[config.mk]
export PLATFORM = sky130hd
export DESIGN_NAME = uart_rx_shift_register
export DESIGN_NICKNAME = d
export VERILOG_FILES = /design/src/rtl/uart_rx_shift_register_pkg.sv /design/src/rtl/uart_rx_shift_register_voter.sv /design/src/rtl/uart_rx_shift_register.sv
export SDC_FILE = /design/constraint.sdc
export NUM_CORES = 1
export LEC_CHECK = 0
export CELL_PAD_IN_SITES_DETAIL_PLACEMENT = 1
export CELL_PAD_IN_SITES_GLOBAL_PLACEMENT = 2
export CORE_AREA = 2 2 75 77
export CTS_BUF_LIST = sky130_fd_sc_hd__clkbuf_4
export DETAILED_ROUTE_END_ITERATION = 7
export DIE_AREA = 0 0 77 79
export PLACE_DENSITY = 0.85
export REMOVE_ABC_BUFFERS = 1
export SYNTH_ARGS = -nofsm -noshare
export SYNTH_HDL_FRONTEND = slang
export SYNTH_SLANG_ARGS = --single-unit
[constraint.sdc]
create_clock -name clk -period 3.71 [get_ports clk]
set_input_delay 0.742 -clock clk [delete_from_list [all_inputs] [get_ports clk]]
set_output_delay 0.742 -clock clk [all_outputs]
set_load 0.1 [all_outputs]
[src/rtl/uart_rx_shift_register_pkg.sv]
// Shared UART definitions for the TX and RX shift registers: one-hot states,
// FIFO status and byte-order constants, default oversampling and a vote helper.
package uart_rx_shift_register_pkg;

    localparam int OVERSAMPLE_DEF = 16;

    typedef enum logic [4:0] {
        ST_IDLE      = 5'b00001,
        ST_STARTBIT  = 5'b00010,
        ST_DATABITS  = 5'b00100,
        ST_PARITYBIT = 5'b01000,
        ST_STOPBIT   = 5'b10000
    } uart_state_e;

    // The TX side calls the between-frames state INTERVAL.
    localparam uart_state_e ST_INTERVAL = ST_IDLE;

    localparam logic FIFO_EMPTY    = 1'b1;
    localparam logic FIFO_NONEMPTY = 1'b0;
    localparam logic FIFO_FULL     = 1'b1;

    localparam logic BIGEND    = 1'b1;
    localparam logic LITTLEEND = 1'b0;

    function automatic logic maj3(input logic a, input logic b, input logic c);
        return (a & b) | (a & c) | (b & c);
    endfunction

endpackage

[src/rtl/uart_rx_shift_register_voter.sv]
// RX front end: 2-flop synchronizer, per-bit sample counter and 2-of-3 vote
// around the middle of each bit.
module rx_sample_voter
    import uart_rx_shift_register_pkg::*;
#(
    parameter int OVERSAMPLE = OVERSAMPLE_DEF,
    parameter int VOTE_MID   = OVERSAMPLE / 2
) (
    input  logic clk,
    input  logic rst_n,
    input  logic sample_i,
    input  logic serial_i,
    input  logic cnt_clr_i,
    output logic sync_o,
    output logic vote_done_o,
    output logic voted_o,
    output logic wrap_o
);

    localparam int CW = $clog2(OVERSAMPLE);
    localparam logic [CW-1:0] CNT_MAX = CW'(OVERSAMPLE - 1);
    localparam logic [CW-1:0] IDX_A   = CW'(VOTE_MID - 1);
    localparam logic [CW-1:0] IDX_B   = CW'(VOTE_MID);
    localparam logic [CW-1:0] IDX_C   = CW'(VOTE_MID + 1);

    logic [1:0]    sync_q, sync_d;
    logic [CW-1:0] cnt_q, cnt_d;
    logic          samp_a_q, samp_a_d;
    logic          samp_b_q, samp_b_d;

    // cnt_d is the index of the sample taken on this strobe; the detecting
    // strobe in IDLE is sample 0 of the start bit.
    always_comb begin
        sync_d      = {sync_q[0], serial_i};
        cnt_d       = cnt_q;
        samp_a_d    = samp_a_q;
        samp_b_d    = samp_b_q;
        wrap_o      = 1'b0;
        vote_done_o = 1'b0;
        if (cnt_clr_i) begin
            cnt_d = '0;
        end else if (sample_i) begin
            wrap_o = (cnt_q == CNT_MAX);
            cnt_d  = wrap_o ? '0 : cnt_q + 1'b1;
            if (cnt_d == IDX_A) samp_a_d = sync_q[1];
            if (cnt_d == IDX_B) samp_b_d = sync_q[1];
            vote_done_o = (cnt_d == IDX_C);
        end
    end

    assign sync_o  = sync_q[1];
    assign voted_o = maj3(samp_a_q, samp_b_q, sync_q[1]);

    always_ff @(posedge clk or negedge rst_n) begin
        if (!rst_n) begin
            sync_q   <= 2'b11;
            cnt_q    <= '0;
            samp_a_q <= 1'b1;
            samp_b_q <= 1'b1;
        end else begin
            sync_q   <= sync_d;
            cnt_q    <= cnt_d;
            samp_a_q <= samp_a_d;
            samp_b_q <= samp_b_d;
        end
    end

endmodule

[src/rtl/uart_rx_shift_register.sv]
// UART receive shift register: frames start/data/parity/stop from voted samples
// and writes each good byte to the RX FIFO, flagging parity/frame/overrun errors.
module uart_rx_shift_register
    import uart_rx_shift_register_pkg::*;
#(
    parameter int OVERSAMPLE = OVERSAMPLE_DEF,
    parameter int VOTE_MID   = OVERSAMPLE / 2
) (
    input  logic       clk,
    input  logic       rst,
    input  logic       p_SampleSig_i,
    input  logic       SerialData_i,
    input  logic       p_BigEnd_i,
    input  logic       p_ParityEn_i,
    input  logic       p_ParityOdd_i,
    input  logic       p_FifoFull_i,
    output logic       n_FifoWe_o,
    output logic [7:0] FifoData_o,
    output logic [4:0] State_o,
    output logic [3:0] BitCounter_o,
    output logic       p_ParityErr_o,
    output logic       p_FrameErr_o,
    output logic       p_Overrun_o
);

    uart_state_e state_q, state_d;
    logic [2:0]  bit_cnt_q, bit_cnt_d;
    logic [7:0]  data_q, data_d;
    logic [7:0]  fifo_data_q, fifo_data_d;
    logic        big_q, big_d, par_en_q, par_en_d, par_odd_q, par_odd_d;
    logic        perr_flag_q, perr_flag_d;
    logic        n_we_q, n_we_d;
    logic        perr_q, perr_d, ferr_q, ferr_d, ovr_q, ovr_d;
    logic [2:0]  bit_idx;

    logic sync_bit, vote_done, voted_bit, bit_wrap;

    rx_sample_voter #(
        .OVERSAMPLE (OVERSAMPLE),
        .VOTE_MID   (VOTE_MID)
    ) u_voter (
        .clk         (clk),
        .rst_n       (rst),
        .sample_i    (p_SampleSig_i),
        .serial_i    (SerialData_i),
        .cnt_clr_i   (state_q == ST_IDLE),
        .sync_o      (sync_bit),
        .vote_done_o (vote_done),
        .voted_o     (voted_bit),
        .wrap_o      (bit_wrap)
    );

    assign bit_idx = big_q ? (3'd7 - bit_cnt_q) : bit_cnt_q;

    always_comb begin
        state_d     = state_q;
        bit_cnt_d   = bit_cnt_q;
        data_d      = data_q;
        fifo_data_d = fifo_data_q;
        big_d       = big_q;
        par_en_d    = par_en_q;
        par_odd_d   = par_odd_q;
        perr_flag_d = perr_flag_q;
        n_we_d      = 1'b1;
        perr_d      = 1'b0;
        ferr_d      = 1'b0;
        ovr_d       = 1'b0;
        unique case (state_q)
            ST_IDLE: begin
                if (p_SampleSig_i && !sync_bit) begin
                    state_d     = ST_STARTBIT;
                    bit_cnt_d   = '0;
                    perr_flag_d = 1'b0;
                    big_d       = (p_BigEnd_i == BIGEND);
                    par_en_d    = p_ParityEn_i;
                    par_odd_d   = p_ParityOdd_i;
                end
            end
            ST_STARTBIT: begin
                if (vote_done && voted_bit) state_d = ST_IDLE;
                else if (bit_wrap)          state_d = ST_DATABITS;
            end
            ST_DATABITS: begin
                if (vote_done) data_d[bit_idx] = voted_bit;
                if (bit_wrap) begin
                    if (bit_cnt_q == 3'd7) begin
                        bit_cnt_d = '0;
                        state_d   = par_en_q ? ST_PARITYBIT : ST_STOPBIT;
                    end else begin
                        bit_cnt_d = bit_cnt_q + 3'd1;
                    end
                end
            end
            ST_PARITYBIT: begin
                if (vote_done) perr_flag_d = ((^data_q) ^ voted_bit) != par_odd_q;
                if (bit_wrap)  state_d = ST_STOPBIT;
            end
            ST_STOPBIT: begin
                // Back to IDLE at mid-stop so a fast sender's next start is caught.
                if (vote_done) begin
                    state_d = ST_IDLE;
                    if (!voted_bit) begin
                        ferr_d = 1'b1;
                    end else if (p_FifoFull_i == FIFO_FULL) begin
                        ovr_d = 1'b1;
                    end else begin
                        n_we_d      = 1'b0;
                        fifo_data_d = data_q;
                        perr_d      = perr_flag_q;
                    end
                end
            end
            default: state_d = ST_IDLE;
        endcase
    end

    always_ff @(posedge clk or negedge rst) begin
        if (!rst) begin
            state_q     <= ST_IDLE;
            bit_cnt_q   <= '0;
            perr_flag_q <= 1'b0;
            fifo_data_q <= '0;
            n_we_q      <= 1'b1;
            perr_q      <= 1'b0;
            ferr_q      <= 1'b0;
            ovr_q       <= 1'b0;
        end else begin
            state_q     <= state_d;
            bit_cnt_q   <= bit_cnt_d;
            perr_flag_q <= perr_flag_d;
            fifo_data_q <= fifo_data_d;
            n_we_q      <= n_we_d;
            perr_q      <= perr_d;
            ferr_q      <= ferr_d;
            ovr_q       <= ovr_d;
        end
    end

    // Assembly byte and frame config are always rewritten before use.
    always_ff @(posedge clk) begin
        data_q    <= data_d;
        big_q     <= big_d;
        par_en_q  <= par_en_d;
        par_odd_q <= par_odd_d;
    end

    assign State_o       = state_q;
    assign BitCounter_o  = {1'b0, bit_cnt_q};
    assign FifoData_o    = fifo_data_q;
    assign n_FifoWe_o    = n_we_q;
    assign p_ParityErr_o = perr_q;
    assign p_FrameErr_o  = ferr_q;
    assign p_Overrun_o   = ovr_q;

endmodule

# [After elaboration in Yosys (flattened, before gate mapping)]
# Index checks and enable logic that the tools add are counted.
[totals] elab_cells=104 mem_bits_ro=0 input_bits=8 n_memories=0 output_inout_bits=21 ff_bits=40 mem_bits_rw=0 latch_bits=0
[op_classes] n_mux=41 n_eq_ne=18 div_mod_pow=0 bitwise=8 addsub=3 shift=0 multipliers=0 n_reduce_logical=16 order_cmp=2
[ops] operator="$mux W5" n=8
[ops] operator="$pmux W5 S5" n=1
[ops] operator="$mux W1" n=21
[ops] operator="$eq A4 B4 Y1 const B" n=3
[ops] operator="$mux W3" n=4
[ops] operator="$mux W4" n=3
[ops] operator="$ne A2 B2 Y1 const B" n=6
[ops] operator="$reduce_and A3 Y1" n=4
[ops] operator="$bwmux W8" n=1
[ops] operator="$reduce_xor A8 Y1" n=1
[ops] operator="$pmux W3 S2" n=1
[ops] operator="$reduce_and A6 Y1" n=1
[ops] operator="$reduce_bool A2 Y1" n=3
[ops] operator="$eq A5 B1 Y1 const B" n=1
[ops] operator="$eq A5 B2 Y1 const B" n=1
[ops] operator="$eq A5 B3 Y1 const B" n=1
[ops] operator="$eq A5 B4 Y1 const B" n=1
[ops] operator="$eq A5 B5 Y1 const B" n=1
[ops] operator="$add A4 B1 Y4 const B" n=1
[ops] operator="$eq A4 B3 Y1 const B" n=1
[ops] operator="$lt A3 B4 Y1 const B" n=1
[ops] operator="$reduce_and A2 Y1" n=2
[ops] operator="$reduce_and A4 Y1" n=1
[ops] operator="$add A3 B1 Y3 const B" n=1
[ops] operator="other kinds (13)" n=19

# [Depth between registers and ports, before layout]
# Gate-level depths: netlist of run 1.
[depth] ltp_word=8 ltp_mapped=5 ltp_nobuf=5

# [Cells and area by module]
# From an unflattened synthesis of run 1, not the netlist that was laid out.
[hier_totals] hier_cells=177 hier_area_um2=2074.5
[modules_own_cells] mod="uart_rx_shift_register" n_inst=1 area_each_um2=1620.3 seq_area_each_um2=858.3 cells_each=137
[modules_own_cells] mod="rx_sample_voter" n_inst=1 area_each_um2=454.2 seq_area_each_um2=205.2 cells_each=40

# [Worst setup path after synthesis of run 1]
# No wires, ideal clock.
[synth_path] path_type="reg-to-reg" startpoint="register state_q[2], in the netlist State_o[2]" endpoint="register data_q[0] (enable)" required_time_ns=3.403 setup_time_ns=0.307 path_buffers=0 stages_incl_launch_ff=5 period_less_slack_ns=2.236 arrival_time_ns=1.929 setup_slack_ns=1.474 path_cell_list="dfrtp_1 -> nor4_4 -> a21oi_2 -> nand4_1 -> a21oi_1"
[synth_between] elab_chain_len=3 word_cells_on_any_way=4 cone_classes="2 x eq/ne; 1 x mux; 1 x reduce/logical"
[synth_rtl] item="from (decl)" line_no="uart_rx_shift_register.sv:26" text="uart_state_e state_q, state_d;"
[synth_rtl] item="from (signal assigned)" line_no="uart_rx_shift_register.sv:128" text="state_q <= state_d;"
[synth_rtl] item="$eq A5 B1 Y1" line_no="uart_rx_shift_register.sv:46" text=".cnt_clr_i (state_q == ST_IDLE),"
[synth_rtl] item="$mux W1" line_no="uart_rx_shift_register_voter.sv:40" text="if (cnt_clr_i) begin"
[synth_rtl] item="$reduce_and A2 Y1 (no source line) *"
[synth_rtl] item="to (signal assigned)" line_no="uart_rx_shift_register.sv:141" text="data_q <= data_d;"
[synth_rtl] item="to (decl)" line_no="uart_rx_shift_register.sv:28" text="logic [7:0] data_q, data_d;"
# Mark *: on every way between the ends. The rest lies on a longest branch, timed or not.
# A chain may end at the register's enable or synchronous reset.

# [Final worst setup path of run 1]
[layout_path] startpoint="register state_q[1], in the netlist State_o[1]" endpoint="output port State_o[1]"
[layout_lines] item="to (decl)" line_no="uart_rx_shift_register.sv:19" text="output logic [4:0] State_o,"
# No word-level cell between the ends.

==> summary.md, run 1 <==
| Metric | Value |
|---|---|
| Post-CTS Resized | `0` |
| Routed vias/inst | `5.20` |
| Final setup vio count | `0` |
| TritonRoute pass-1 iters | `4` |
| Row count | `27` |
| Routed Wire Length | `4540 um` |
| Post-Syn Area | `0.00206 mm^2` |
| Minimum clock period | `2.86 ns` |
| Most area-hungry cell type in the Yosys netlist | `dfrtp_1` |
| RSZ-0062 raised after global routing | `false` |
| DRC errors left | `0` |
| Worst Path Buf+Inv | `1` |
| CTS tree | `done` |
| Overflow left after global routing | `0` |
| FF+latch area | `0.00106 mm^2` |
| Die ar. | `0.00608 mm^2` |
| Worst skew pair latency | `0.36 ns` |
| Yosys cell types | `49` |
| Final instance count without filler cells | `289` |
| CP Data Required Time | `2.97 ns` |
| First DRT Iteration DRCs | `38` |
| Worst vdd ir | `0.203 mV` |
| # nets final | `230` |
| Post-Place Cells | `281` |
| Core Area | `0.00534 mm^2` |
| Critical path peak fanout | `7` |
| Crit path capture type | `output port` |
| Port Buffers | `27` |
| Max_cap viols | `0` |
| Synth Instances | `185` |
| Startpoint class of the critical path | `register` |
| Most common cell after layout, fill and taps aside | `clkdlybuf4s50_1` |
| Worst-path clk slew | `0.12 ns` |
| Post-CTS Setup Bufs | `0` |
| Worst Tran Pin Value | `0.982 ns` |
| Leading post-synthesis cells by cell area | `dfrtp_1 28%, edfxtp_1 16%, dfstp_2 7.6%` |
| Post-layout util | `0.460` |
| Top-area cell type share of the netlist area | `0.279` |
| Slowest-stage cell, CP | `clkdlybuf4s50_1` |
| Worst path arrival time | `2.12 ns` |
| CTS Buf Count | `5` |
| Gp weighted congestion | `0.800` |
| WL per Instance | `15.7 um` |
| Global Route Usage Sum | `0.164` |
| Diode count | `0` |
| Hold_buf cts | `0` |
| Largest net degree at the start of global routing | `30` |
| Ys flop type | `dfrtp_1` |
| Area of the multi-input gates | `941 um^2` |
| Flops & latches, synth | `40` |
| Worst path max stage delay | `1.21 ns` |
| Syn. warnings | `0` |
| Die width | `77 um` |
| First-pass GRT wire length | `7700 um` |
| Initial Util | `0.386` |
| CTS sink cnt | `40` |
| Final Hold Vio Count | `0` |
| EDFF count, synth | `11` |
| Root Driver | `clkbuf_4` |
| Status | `complete, no violations` |
| Hold WC Path Type | `register to register` |
| Final ANT Viol Nets | `0` |
| Final period util | `0.772` |
| Slew HR | `0.343` |
| Maximum clock frequency | `349 MHz` |
| H-tree levels | `2` |
| Die H | `79 um` |
| Fraction of registers with async set or reset after synthesis | `0.725` |
| Layout cells sized above 1 | `0.152` |
| Boundary pin count | `29` |
| DP HPWL | `3340 um` |
| Vias in the first global route | `1,502` |
| Fillers | `640` |
| Setup tns final | `0 ns` |
| Most frequent cells in the layout | `25 x clkdlybuf4s50_1, 23 x dfrtp_1, 15 x nand2_1` |
| Initial antenna violation count | `0` |
| Syn_area_per_cell | `11.1 um^2` |
| Pleak | `1.01 nW` |
| Worst path cell trace | `clkdlybuf4s50_1` |
| CP delay by family, top | `buffers and inverters` |
| Worst clock skew | `0.0201 ns` |
| PwrDens | `448 mW/mm^2` |
| Post-synthesis sequential area ratio | `0.516` |
| Area Growth Syn to Fin | `19.1%` |
| Total Power | `1.10 mW` |
| Clk buf depth | `2` |
| Slew Limit Fails | `0` |
| Via count | `1,502` |
| Setup Crit Path Kind | `register to output port` |
state kept, by name, indices dropped and copies added (netlist names):
| register | flops |
|---|---|
| FifoData_o | 8 |
| data_q | 8 |
| State_o | 5 |
| u_voter.cnt_q | 4 |
| bit_cnt_q | 3 |
| u_voter.sync_q | 2 |
| big_q | 1 |
| n_FifoWe_o | 1 |
| p_FrameErr_o | 1 |
| p_Overrun_o | 1 |
| p_ParityErr_o | 1 |
| par_en_q | 1 |
| par_odd_q | 1 |
| perr_flag_q | 1 |
| u_voter.samp_a_q | 1 |
| u_voter.samp_b_q | 1 |
cell usage after synthesis, drive strengths merged, types with 2 or more instances:
cell type  count
inv            8
buf            3
nand3         14
mux2i          2
a21oi          9
nand2         15
a31o           2
xor2           3
and2           3
dfrtp         23
nand4          5
nor2b          8
xnor2          7
o31ai          2
nor2          11
a22oi          2
ha             6
dfstp          6
edfxtp        11
mux2          10
o21ai         10
and3           2
nor3           2
nor4           2
per-layer routing:
| metal | wire length [um] | vias to the layer above | GRT usage | part of all wire |
|---|---|---|---|---|
| met5 | 0 | - | 0 | 0 |
| met2 | 2060 | 30 | 0.258 | 0.45 |
| li1 | - | 725 | - | - |
| met1 | 2190 | 740 | 0.221 | 0.48 |
| met4 | 70 | 0 | 0.0589 | 0.015 |
| met3 | 215 | 7 | 0.0420 | 0.047 |
final cells by class:
class                           count  share of cell area
Clock buffer                        6              0.0183
Sequential cell                    40               0.433
Timing Repair Buffer               28               0.111
Multi-Input combinational cell    133               0.383
Tap cell                           72              0.0367
Clock inverter                      2             0.00510
Inverter                            8              0.0122
metrics by stage:
stage          setup slack [ns]  cell area [um^2]  hold WS (ns)
2_1_floorplan              1.47              2030         0.345
3_3_place_gp               1.00              2400         0.350
3_5_place_dp              0.956              2400         0.347
4_1_cts                   0.821              2450         0.374
5_1_grt                   0.737              2450         0.377
6_report                  0.846              2450         0.373
logic make-up (layout without fill, tap and decap cells):
group,Yosys count,count (layout),share of synthesized area
adder cells (fa/ha/maj),7,7,0.0413
multiplexers,12,12,0.0643
buffers and inverters,12,44,0.0279
other,1,1,0.00182
flip-flops,40,40,0.516
XOR/XNOR,11,11,0.0534
AND/OR/NAND/NOR,69,69,0.192
AO/OA/AOI/OAI,33,33,0.103
report_power, final:
part | switching (mW) | internal (mW)
clock network | 0.152 | 0.0805
logic | 0.212 | 0.0992
registers | 0.0599 | 0.496
path summary, 6_finish.rpt:
check	startpoint	to	slack, ns	cells past startpoint
max	State_o[1]	State_o[1]	0.85	1
min	u_voter.sync_q[0]	u_voter.sync_q[1]	0.37	0
max reg2reg	State_o[1]	data_q[4]	1.54	4
min reg2reg	u_voter.sync_q[0]	u_voter.sync_q[1]	0.37	0
max in group asynchronous	rst	u_voter.samp_b_q	2.62	2
min in group asynchronous	rst	bit_cnt_q[0]	0.75	2
(Power assumes the default switching activity.)
==> run 2, diff against run 1 <==
Settings changed: CORE_AREA 2 2 75 77 to 2 2 83 85, DIE_AREA 0 0 77 79 to 0 0 85 87, PLACE_DENSITY 0.85 to 0.74.
Clock period 3.71 ns to 2.3 ns, I/O delays scaled along.
==> summary.md, run 2 (synthesis results as in run 1) <==
| Metric | Value |
|---|---|
| Final instance count without filler cells | `304 (+5.2%)` |
| Layout cells sized above 1 | `0.259 (+0.107)` |
| CTS sink cnt | `40 (unchanged)` |
| Hold_buf cts | `0 (unchanged)` |
| Fin worst setup slack | `0.285 ns (-0.561 ns)` |
| Most common cell after layout, fill and taps aside | `buf_4` |
| H-tree levels | `2 (unchanged)` |
| Metal2 WL | `2290 um (+12%)` |
| Setup tns final | `0 ns (unchanged)` |
| NetSw | `0.684 mW (+62%)` |
| Die ar. | `0.00740 mm^2 (+22%)` |
| Die width | `85 um (+10%)` |
| Final setup vio count | `0 (unchanged)` |
| Gp weighted congestion | `0.744 (-7.0%)` |
| Post-CTS Setup Bufs | `0 (unchanged)` |
| First-pass GRT wire length | `8250 um (+7.2%)` |
| Worst vdd ir | `0.279 mV (+37%)` |
| RSZ-0062 raised after global routing | `false` |
| Boundary pin count | `29 (unchanged)` |
| Post-CTS Resized | `0 (unchanged)` |
| Most frequent cells in the layout | `28 x buf_4, 23 x dfrtp_1, 15 x nand2_1` |
| Part of the power in registers | `0.489 (-0.017)` |
| Sw frac | `0.376 (-0.00903)` |
| Max layer used | `met4` |
| Post-Place Cells | `295 (+5.0%)` |
| Worst path arrival time | `2.08 ns (-0.04 ns)` |
| Final Hold Vio Count | `0 (unchanged)` |
| Row count | `30 (+11%)` |
| Reg-to-reg slack, setup | `0.29 ns (-1.25 ns)` |
| M1 wire length | `2240 um (+2.3%)` |
| Core Area | `0.00657 mm^2 (+23%)` |
| PwrDens | `735 mW/mm^2 (+64%)` |
| Metal3 WL | `116 um (-46%)` |
| Port Buffers | `27 (unchanged)` |
| Initial antenna violation count | `0 (unchanged)` |
| Worst-path clk slew | `0.12 ns (about the same)` |
| Clk buf depth | `2 (unchanged)` |
| Area Growth Syn to Fin | `19.9%` |
| Comb power frac | `0.303 (+0.020)` |
| Crit path capture type | `register` |
| CP Data Required Time | `2.37 ns (-0.60 ns)` |
| Worst skew pair latency | `0.34 ns (-0.02 ns)` |
| Critical path peak fanout | `8 (+1)` |
| First DRT Iteration DRCs | `43 (+13%)` |
| DP HPWL | `3470 um (+3.9%)` |
| Via count | `1,515 (+0.87%)` |
| Setup Crit Path Kind | `register to register` |
| Minimum clock period | `2.01 ns` |
| Final ANT Viol Nets | `0 (unchanged)` |
| Worst clock skew | `0.00752 ns (-0.0126 ns)` |
| Clk pwr share | `0.208 (-0.003)` |
| Status | `complete, no violations` |
| Diode count | `0 (unchanged)` |
| Initial Util | `0.314 (-0.0724)` |
| Hold Path Stages | `0 (unchanged)` |
| CTS tree | `done` |
| R2R cell count | `6 (+2)` |
| Routed Wire Length | `4750 um (+4.6%)` |
| DRC errors left | `0 (unchanged)` |
| CTS Buf Count | `5 (unchanged)` |
| Startpoint class of the critical path | `register` |
| Die H | `87 um (+10%)` |
| Routed vias/inst | `4.98 (-4.1%)` |
| Slew Limit Fails | `0 (unchanged)` |
| Hold WC Path Type | `register to register` |
| Maximum clock frequency | `496 MHz` |
| Pleak | `1.08 nW (+7.3%)` |
| Root Driver | `clkbuf_4` |
| DP Worst Slack | `0.134 ns (-0.823 ns)` |
| Overflow left after global routing | `0 (unchanged)` |
| # nets final | `237 (+3.0%)` |
| Global Route Usage Sum | `0.142 (-0.0225)` |
| Total Power | `1.82 mW (+65%)` |
| Vias in the first global route | `1,676 (+12%)` |
| Internal power | `1.13 mW (+68%)` |
| Max_cap viols | `0 (unchanged)` |
| TritonRoute pass-1 iters | `4 (unchanged)` |
| WL per Instance | `15.6 um (-0.53%)` |
| Final period util | `0.876` |
| Largest net degree at the start of global routing | `30 (unchanged)` |
==> run 2: final timing paths <==
check | endpoint | startpoint
setup / recovery | data_q[1] | u_voter.cnt_q[0]
hold / removal | u_voter.sync_q[1] | u_voter.sync_q[0]
setup reg to reg | data_q[1] | u_voter.cnt_q[0]
hold reg to reg | u_voter.sync_q[1] | u_voter.sync_q[0]
max in group asynchronous | u_voter.samp_b_q | rst
min in group asynchronous | State_o[3] | rst
==> run 2: metrics by stage <==
stage	hold slack, ns	utilization	cell area, um^2
2_1_floorplan	0.164	-	2030
3_3_place_gp	0.346	0.366	2410
3_5_place_dp	0.352	0.366	2410
4_1_cts	0.375	0.375	2460
5_1_grt	0.381	0.376	2470
6_report	0.369	0.376	2470
==> run 2: power by group through the flow <==
stage          registers [mW]  logic, mW  clock network [mW]
6_report                0.889      0.551               0.377
5_1_grt                 0.908      0.610               0.418
4_1_cts                 0.892      0.559               0.398
3_5_place_dp            0.906      0.558                   0
3_3_place_gp            0.901      0.546                   0
2_1_floorplan           0.990      0.272                   0
==> run 2: final cells by class <==
| type | count | area [um^2] |
|---|---|---|
| clock buffer | 7 | 52.6 |
| fill | 733 | 4100 |
| multi-input combinational | 133 | 941 |
| inverter | 8 | 30.0 |
| tap | 80 | 100 |
| sequential | 40 | 1060 |
| clock inverter | 1 | 5.00 |
| timing repair buffer | 35 | 280 |
==> run 2: routing by layer <==
layer | global-route usage | up-vias
li1 | - | 741
met1 | 0.174 | 747
met2 | 0.243 | 21
met3 | 0.0265 | 6
met4 | 0.0620 | 0
met5 | 0 | -
==> run 2: critical path, stage by stage, from the launching register on <==
cell	delay, ns
dfrtp_1	0.46
ha_1	0.30
nor3b_1	0.27
a31o_2	0.25
nand4_1	0.11
buf_4	0.19
a21oi_1	0.15
==> run 3, diff against run 2 <==
Clock period 2.3 ns to 1.81 ns, I/O delays scaled along.
==> summary.md, run 3 (synthesis results as in run 1) <==
| Metric | Value |
|---|---|
| Status | `complete, no violations` |
| Die ar. | `0.00740 mm^2 (unchanged)` |
| Critical path peak fanout | `8 (unchanged)` |
| # nets final | `265 (+12%)` |
| TritonRoute pass-1 iters | `4 (unchanged)` |
| Global Route Usage Sum | `0.150 (+0.00827)` |
| H-tree levels | `2 (unchanged)` |
| Die width | `85 um (unchanged)` |
| Reg2reg start | `State_o[4]` |
| Setup tns final | `0 ns (unchanged)` |
| CP Data Required Time | `2.06 ns (-0.31 ns)` |
| First DRT Iteration DRCs | `98 (+130%)` |
| Overflow left after global routing | `0 (unchanged)` |
| Fillers | `692 (-5.6%)` |
| Routed Wire Length | `5060 um (+6.7%)` |
| Fin worst setup slack | `0.0592 ns (-0.226 ns)` |
| Diode count | `0 (unchanged)` |
| Crit path capture type | `register` |
| Area Growth Syn to Fin | `47.8%` |
| CP Launch Point | `State_o[4]` |
| First-pass GRT wire length | `8690 um (+5.4%)` |
| Worst skew pair latency | `0.35 ns (about the same)` |
| DP HPWL | `3610 um (+3.9%)` |
| Layout cells sized above 1 | `0.385 (+0.126)` |
| Largest net degree at the start of global routing | `30 (unchanged)` |
| Final Hold Vio Count | `0 (unchanged)` |
| Max_cap viols | `0 (unchanged)` |
| Root Driver | `clkbuf_4` |
| CTS sink cnt | `40 (unchanged)` |
| Slew Limit Fails | `0 (unchanged)` |
| Placed cell area | `0.00282 mm^2 (+17%)` |
| Row count | `30 (unchanged)` |
| Worst-path clk slew | `0.12 ns (about the same)` |
| Final instance area | `0.00305 mm^2 (+23%)` |
| Hold WC Path Type | `input port to asynchronous set/reset pin` |
| Boundary pin count | `29 (unchanged)` |
| Core Area | `0.00657 mm^2 (unchanged)` |
| Vias in the first global route | `1,708 (+1.9%)` |
| Die H | `87 um (unchanged)` |
| Final period util | `0.967 (+0.0914)` |
| Worst path arrival time | `2.00 ns (-0.08 ns)` |
| DP Worst Slack | `-0.0526 ns (-0.186 ns)` |
| Total Power | `2.89 mW (+59%)` |
| Initial Util | `0.314 (unchanged)` |
| Maximum clock frequency | `571 MHz (+15%)` |
| FF+latch area | `0.00107 mm^2 (+0.24%)` |
| Via count | `1,635 (+7.9%)` |
| Final setup vio count | `0 (unchanged)` |
| Routed vias/inst | `4.92 (-1.2%)` |
| Startpoint class of the critical path | `register` |
| PwrDens | `948 mW/mm^2 (+29%)` |
| Pleak | `1.32 nW (+22%)` |
| Gp weighted congestion | `0.733 (-1.4%)` |
| WL per Instance | `15.3 um (-2.3%)` |
| Final ANT Viol Nets | `0 (unchanged)` |
| Most common cell after layout, fill and taps aside | `buf_4` |
| DRC errors left | `0 (unchanged)` |
| Most frequent cells in the layout | `34 x buf_4, 21 x dfrtp_1, 20 x buf_12` |
| Area of the multi-input gates | `998 um^2 (+6.1%)` |
| Worst clock skew | `0.00549 ns (-0.00203 ns)` |
| RSZ-0062 raised after global routing | `true` |
| Clk buf depth | `2 (unchanged)` |
| CTS tree | `done` |
| CTS Buf Count | `5 (unchanged)` |
| Final instance count without filler cells | `332 (+9.2%)` |
| Setup Crit Path Kind | `register to register` |
| Reg-to-reg slack, setup | `0.06 ns (-0.23 ns)` |
| Initial antenna violation count | `0 (unchanged)` |
| Worst vdd ir | `0.470 mV (+69%)` |
| Post-Place Cells | `316 (+7.1%)` |
| Minimum clock period | `1.75 ns (-0.264 ns)` |
| Port Buffers | `27 (unchanged)` |
## run 3: changes by cell type in the layout (fill, tap and decap cells not counted), moves of 3 or more
cell and delta:
a21oi_1 -3, buf_4 +6, a21oi_2 +3, buf_12 +20
## run 3: metal layers
| layer | share of wire | GRT usage |
|---|---|---|
| met4 | 0.022 | 0.0620 |
| met1 | 0.45 | 0.194 |
| met2 | 0.51 | 0.246 |
| met5 | 0 | 0 |
| met3 | 0.021 | 0.0294 |
## run 3: critical path: stages, from the launching register on
cell,delay [ns]
dfrtp_1,0.41
buf_6,0.14
nor4_4,0.31
a21oi_2,0.10
buf_4,0.17
nand4_4,0.16
mux2_2,0.36
## run 3: what timing repair did
item,4_1_cts,5_1_grt
buffers inserted,3,5
resized for setup,0,17
hold buffers,0,0
pin swaps,0,6
endpoints found under the setup margin,4,24
## run 3: path summary, 6_finish.rpt
kind                                     end  cells after the start
setup / recovery               FifoData_o[2]                      6
hold / removal                    State_o[3]                      2
setup reg to reg               FifoData_o[2]                      6
hold reg to reg            u_voter.sync_q[1]                      0
max in group asynchronous  u_voter.sync_q[0]                      2
min in group clk           u_voter.sync_q[1]                      0
## run 3: area by class of cell
class / instances / area share
clock buffers: 6 / 0.0148
inverters: 8 / 0.00985
repair buffers: 63 / 0.245
multi-input cells: 133 / 0.328
flip-flops and latches: 40 / 0.350
well taps: 80 / 0.0328
clock inverters: 2 / 0.0197
## run 3: stage by stage
| stage | hold WS, ns | utilization |
|---|---|---|
| 3_3_place_gp | 0.348 | 0.429 |
| 5_1_grt | 0.378 | 0.464 |
| 2_1_floorplan | 0.0664 | - |
| 3_5_place_dp | 0.358 | 0.429 |
| 6_report | 0.379 | 0.464 |
| 4_1_cts | 0.374 | 0.448 |
## run 3: power breakdown
part           switching [mW]  internal, mW
sequential             0.0627          1.02
combinational           0.598         0.460
clock                   0.305         0.446
